$ cat config.mk
export PLATFORM = sky130hd
export DESIGN_NAME = uart_tx_fifo
export DESIGN_NICKNAME = d
export VERILOG_FILES = /design/src/rtl/uart_tx_fifo.sv
export SDC_FILE = /design/constraint.sdc
export NUM_CORES = 1
export LEC_CHECK = 0
export ABC_AREA = 1
export CORE_UTILIZATION = 50
export CTS_BUF_LIST = sky130_fd_sc_hd__clkbuf_2
export DETAILED_ROUTE_END_ITERATION = 12
export HOLD_SLACK_MARGIN = 0.05
export PLACE_DENSITY_LB_ADDON = 0.25
export SLEW_MARGIN = 20
export SYNTH_ARGS = -nofsm -noshare
export SYNTH_HDL_FRONTEND = slang
export SYNTH_SLANG_ARGS = --single-unit
$ cat constraint.sdc
create_clock -name clk -period 3.21 [get_ports clk]
set_input_delay 0.321 -clock clk [delete_from_list [all_inputs] [get_ports clk]]
set_output_delay 0.321 -clock clk [all_outputs]
set_load 0.03 [all_outputs]
$ cat src/rtl/uart_tx_fifo.sv
// UART transmitter fed by a 16-deep byte FIFO. Bytes arrive on SEND, BUSY
// throttles the upstream serializer, and frames leave back-to-back on TX:
// start bit, 8 data bits LSB first, optional parity, then 1 or 2 stop bits.
module uart_tx_fifo #(
    parameter int unsigned CLKS_PER_BIT = 868,
    parameter int unsigned FIFO_AW      = 4,
    parameter int unsigned PARITY_EN    = 0,
    parameter int unsigned PARITY_ODD   = 0,
    parameter int unsigned STOP_BITS    = 1
) (
    input  logic               clk,
    input  logic               rst_n,
    input  logic [7:0]         DATA_in,
    input  logic               SEND,
    output logic               BUSY,
    input  logic               CLR_OVF,
    output logic               TX,
    output logic               TX_ACTIVE,
    output logic               OVERFLOW,
    output logic [FIFO_AW:0]   LEVEL
);

    localparam int unsigned DEPTH = 1 << FIFO_AW;
    localparam int unsigned CW    = FIFO_AW + 1;
    localparam int unsigned BW    = $clog2(CLKS_PER_BIT);

    typedef enum logic [2:0] {
        S_IDLE   = 3'd0,
        S_START  = 3'd1,
        S_DATA   = 3'd2,
        S_PARITY = 3'd3,
        S_STOP   = 3'd4
    } state_t;

    // FIFO storage and bookkeeping
    logic [7:0]         mem [DEPTH];
    logic [FIFO_AW-1:0] wr_ptr;
    logic [FIFO_AW-1:0] rd_ptr;
    logic [CW-1:0]      count;
    logic               ovf_q;
    logic               full;
    logic               empty;
    logic               push;
    logic               pop;
    logic [7:0]         rd_data;

    // Transmit FSM and datapath
    state_t             state;
    state_t             state_nx;
    logic [BW-1:0]      baud_cnt;
    logic [BW-1:0]      baud_nx;
    logic [2:0]         bit_idx;
    logic [2:0]         bit_nx;
    logic               stop_idx;
    logic               stop_nx;
    logic [7:0]         shift_q;
    logic [7:0]         shift_nx;
    logic               par_q;
    logic               par_nx;
    logic               tx_q;
    logic               tx_nx;
    logic               act_q;
    logic               act_nx;
    logic               bit_done;
    logic               stop_last;

    assign full      = (count == CW'(DEPTH));
    assign empty     = (count == '0);
    assign push      = SEND && !full;
    assign rd_data   = mem[rd_ptr];
    assign bit_done  = (baud_cnt == BW'(CLKS_PER_BIT - 1));
    assign stop_last = (stop_idx == 1'(STOP_BITS - 1));

    // Two slots of headroom cover the upstream one-cycle reaction to BUSY.
    assign BUSY      = (count >= CW'(DEPTH - 2));
    assign TX        = tx_q;
    assign TX_ACTIVE = act_q;
    assign OVERFLOW  = ovf_q;
    assign LEVEL     = count;

    // FIFO write port; a full FIFO drops the byte even if a pop happens this cycle
    always_ff @(posedge clk) begin
        if (push) begin
            mem[wr_ptr] <= DATA_in;
        end
    end

    // FIFO pointers, occupancy and sticky overflow flag
    always_ff @(posedge clk) begin
        if (!rst_n) begin
            wr_ptr <= '0;
            rd_ptr <= '0;
            count  <= '0;
            ovf_q  <= 1'b0;
        end else begin
            if (push) begin
                wr_ptr <= wr_ptr + FIFO_AW'(1);
            end
            if (pop) begin
                rd_ptr <= rd_ptr + FIFO_AW'(1);
            end
            case ({push, pop})
                2'b10:   count <= count + CW'(1);
                2'b01:   count <= count - CW'(1);
                default: count <= count;
            endcase
            if (SEND && full) begin
                ovf_q <= 1'b1;
            end else if (CLR_OVF) begin
                ovf_q <= 1'b0;
            end
        end
    end

    // FSM state register
    always_ff @(posedge clk) begin
        if (!rst_n) begin
            state <= S_IDLE;
        end else begin
            state <= state_nx;
        end
    end

    // Next-state logic; pops happen from IDLE or at the end of the last stop bit
    always_comb begin
        state_nx = state;
        pop      = 1'b0;
        case (state)
            S_IDLE: begin
                if (!empty) begin
                    state_nx = S_START;
                    pop      = 1'b1;
                end
            end
            S_START: begin
                if (bit_done) begin
                    state_nx = S_DATA;
                end
            end
            S_DATA: begin
                if (bit_done && bit_idx == 3'd7) begin
                    state_nx = (PARITY_EN != 0) ? S_PARITY : S_STOP;
                end
            end
            S_PARITY: begin
                if (bit_done) begin
                    state_nx = S_STOP;
                end
            end
            S_STOP: begin
                if (bit_done && stop_last) begin
                    if (!empty) begin
                        state_nx = S_START;
                        pop      = 1'b1;
                    end else begin
                        state_nx = S_IDLE;
                    end
                end
            end
            default: state_nx = S_IDLE;
        endcase
    end

    // Output and datapath next values; TX always presents the bit being sent
    always_comb begin
        tx_nx    = tx_q;
        act_nx   = act_q;
        shift_nx = shift_q;
        par_nx   = par_q;
        bit_nx   = bit_idx;
        stop_nx  = stop_idx;
        baud_nx  = bit_done ? '0 : baud_cnt + BW'(1);
        if (pop) begin
            shift_nx = rd_data;
            par_nx   = (^rd_data) ^ 1'(PARITY_ODD);
            tx_nx    = 1'b0;
            act_nx   = 1'b1;
            baud_nx  = '0;
            bit_nx   = '0;
            stop_nx  = 1'b0;
        end else begin
            case (state)
                S_IDLE: begin
                    baud_nx = '0;
                    tx_nx   = 1'b1;
                    act_nx  = 1'b0;
                end
                S_START: begin
                    if (bit_done) begin
                        tx_nx = shift_q[0];
                    end
                end
                S_DATA: begin
                    if (bit_done) begin
                        if (bit_idx == 3'd7) begin
                            tx_nx = (PARITY_EN != 0) ? par_q : 1'b1;
                        end else begin
                            shift_nx = {1'b0, shift_q[7:1]};
                            tx_nx    = shift_q[1];
                            bit_nx   = bit_idx + 3'd1;
                        end
                    end
                end
                S_PARITY: begin
                    if (bit_done) begin
                        tx_nx = 1'b1;
                    end
                end
                S_STOP: begin
                    if (bit_done) begin
                        if (stop_last) begin
                            tx_nx  = 1'b1;
                            act_nx = 1'b0;
                        end else begin
                            stop_nx = stop_idx + 1'b1;
                        end
                    end
                end
                default: begin
                    tx_nx  = 1'b1;
                    act_nx = 1'b0;
                end
            endcase
        end
    end

    // Datapath registers; reset aborts any frame and idles the line high
    always_ff @(posedge clk) begin
        if (!rst_n) begin
            tx_q     <= 1'b1;
            act_q    <= 1'b0;
            shift_q  <= '0;
            par_q    <= 1'b0;
            bit_idx  <= '0;
            stop_idx <= 1'b0;
            baud_cnt <= '0;
        end else begin
            tx_q     <= tx_nx;
            act_q    <= act_nx;
            shift_q  <= shift_nx;
            par_q    <= par_nx;
            bit_idx  <= bit_nx;
            stop_idx <= stop_nx;
            baud_cnt <= baud_nx;
        end
    end

endmodule

==> impl_metrics.tcl <==
set metrics [dict create \
    grt_pass1_vias 4645 \
    hpwl_um 9590 \
    postCtsHoldBufs 0 \
    fillCellCount 1202 \
    post-synth-top-area-cell "edfxtp_1" \
    cts_made_buffers 17 \
    wirelength_um 15100 \
    post-route-drc-count 0 \
    die_area_um2 14800 \
    report.final.slew_viol_count 0 \
    path_clk_slew_ps 200 \
    dominantRegCellSynth "edfxtp_1" \
    p_leak_nw 2.76 \
    clock_path_buffers 2 \
    yosysMostFrequentCell "edfxtp_1" \
    synth_fp_nets 663 \
    cts_resized 0 \
    clock_skew_ps 35.1 \
    syn_area_per_cell_um2 11.2 \
    ir_drop_v 0.000337 \
    status "finished, final reports clean" \
    pwr_density_cell_nw_per_um2 693 \
    synth.area.top_cells "edfxtp_1, dfxtp_1, nor2_1, o21ai_0, o221ai_1" \
    yosys.area.top_type_share_pct 53.7 \
    antenna_found_initial 1 \
    synth_cell_types 44 \
    power_mw 5.42 \
    ys_seq_area_share_pct 66.1 \
    rr_worst_depth 19 \
    insertion_delay_ps 740 \
    r2r_start "baud_cnt[0]" \
    cts_root_buf "clkbuf_2" \
    via_count 4856 \
    holdPathStages 4 \
    clock.fmax_mhz 374 \
    syn_area_um2 7150 \
    stdcell_count 866 \
    grt_max_degree 65 \
    worst_slew_pin_slew_ps 1100 \
    ys_ff_latch 172 \
    min_path_type "primary input to flip-flop" \
    fin_crit_sh_pct 83.4 \
    period_minus_slack_ps 2680 \
    vias_per_cell 5.61 \
    max_cap_viol_count 0 \
    wl_per_cell_um 17.4 \
    setup_viol 0 \
    cts.sinks 172 \
    grt_usage_pct 22.3 \
    fin_ws_ps 534 \
    pre_cts_ws_ps 521 \
    final_core_util_pct 56.1 \
    rsz0062_at_grt "no" \
    cts_tree "built" \
    yosys_warnings 0 \
    slew_headroom_pct 26.8 \
    grt_pass1_wl_um 24100 \
    place_inst 833 \
    worstPathArrival_ps 3300 \
    ant_nets 0 \
    drive_above_1_share_pct 12.1 \
    area_growth_syn_to_layout_pct 9.34 \
    cts_setup_buffers 0 \
    critPathLaunch "baud_cnt[0]" \
    core-area_um2 13900 \
    min_from "CLR_OVF" \
    critPathKind "flip-flop to flip-flop" \
    drt-pass1-iter-count 5 \
    final_cell_area_um2 7820 \
    die_w_um 122 \
    synth_common_cells "edfxtp_1, nor2_1, o21ai_0" \
    pin_count 21 \
    syn-instance-count 640 \
    synth_enable_flop_cells 128 \
    placed_area_um2 7600 \
    nets 695 \
    finalHoldViolCount 0 \
    async_flop_share_pct 0 \
    start_util_pct 51.3 \
    setup-tns-final_ps 0 \
    place.gp.congestion 0.820 \
    overflow 0 \
    core.rowCount 43 \
    whs_ps 215 \
    fp.dieH_um 122 \
    cp.required_ps 3840 \
    drt-initial-drc-count 357 \
    cts-htree-levels 4 \
    io_buffers 20 \
    crit_path_start_kind "flip-flop" \
    crit_path_max_fanout 13 \
    setup.worst_path.end_class "flip-flop" \
]
[logic make-up after synthesis]
family | Yosys count | synth area share (%)
adders and majority gates | 11 | 1.92
buffers and inverters | 72 | 4.18
AOI/OAI and AO/OA | 146 | 12.3
and+or+nand+nor | 229 | 14.3
DFF | 172 | 66.1
xor gates and xnor gates | 10 | 1.22
[where the power goes]
group / switching, mW / internal (mW) / leakage, nW
clock network: 0.691 / 0.374 / 0.146
logic: 1.15 / 0.551 / 1.10
registers: 0.115 / 2.54 / 1.52
[sequential cells by signal, indices dropped and copies added (netlist names), named ones only]
register / cells
mem: 128
baud_cnt: 10
shift_q: 8
LEVEL: 5
rd_ptr: 4
wr_ptr: 4
bit_idx: 3
state: 3
OVERFLOW: 1
TX: 1
TX_ACTIVE: 1
[path summary, 6_finish.rpt]
kind | slack (ps) | endpoint
worst min register to register | 470 | baud_cnt[0]
worst min-delay path | 210 | OVERFLOW
worst max-delay path | 530 | LEVEL[4]
worst max register to register | 530 | LEVEL[4]
[layer usage]
layer | share of wire [%] | vias up | track usage (%)
li1 | - | 2341 | -
met1 | 42 | 2324 | 29.1
met2 | 49 | 172 | 36.0
met3 | 7.6 | 19 | 5.62
met4 | 1.4 | 0 | 8.41
met5 | 0 | - | 0
[cell type report]
type                            instances  area, µm²  share of cell area [%]
Antenna cell                            1       2.50                  0.0320
Timing Repair Buffer                   41        358                    4.58
Multi-Input combinational cell        396       2130                    27.2
Sequential cell                       172       4730                    60.4
Inverter                               44        165                    2.11
Tap cell                              180        225                    2.88
Clock buffer                           24        120                    1.54
Clock inverter                          8       95.1                    1.22
[layout by cell type, fill, tap and decap left out, types with 3 or more instances in the layout]
cell / netlist / layout
nor2_2: 6 / 6
inv_2: 7 / 7
nand3_1: 32 / 32
clkbuf_2: 1 / 24
inv_1: 37 / 37
nand2_4: 3 / 3
nor3_1: 6 / 6
o21ai_1: 10 / 10
clkdlybuf4s50_1: 0 / 20
nand2_2: 5 / 5
xor2_1: 6 / 6
nor2_1: 104 / 104
buf_4: 2 / 21
edfxtp_1: 128 / 128
xnor2_1: 4 / 4
a21oi_1: 27 / 27
ha_1: 11 / 11
o221ai_1: 27 / 27
dfxtp_1: 44 / 43
o21ai_0: 67 / 67
nand2_1: 61 / 61
clkinv_2: 0 / 3
[critical path, cell delays in order, from the launching register on]
cell     delay, ps
dfxtp_1        400
ha_1           210
inv_2           50
nor3_2         150
nand2_1        150
nand2_4        130
nand2_4         80
inv_2          200
ha_1           320
xnor2_1        180
inv_1           70
ha_1           180
inv_1           60
nand2_2         70
nand2_2         60
nand2_1         50
nand2_1         60
nand2_1         50
nand2_1         60
a21oi_2         50
Power figures use the tool's default switching activity.
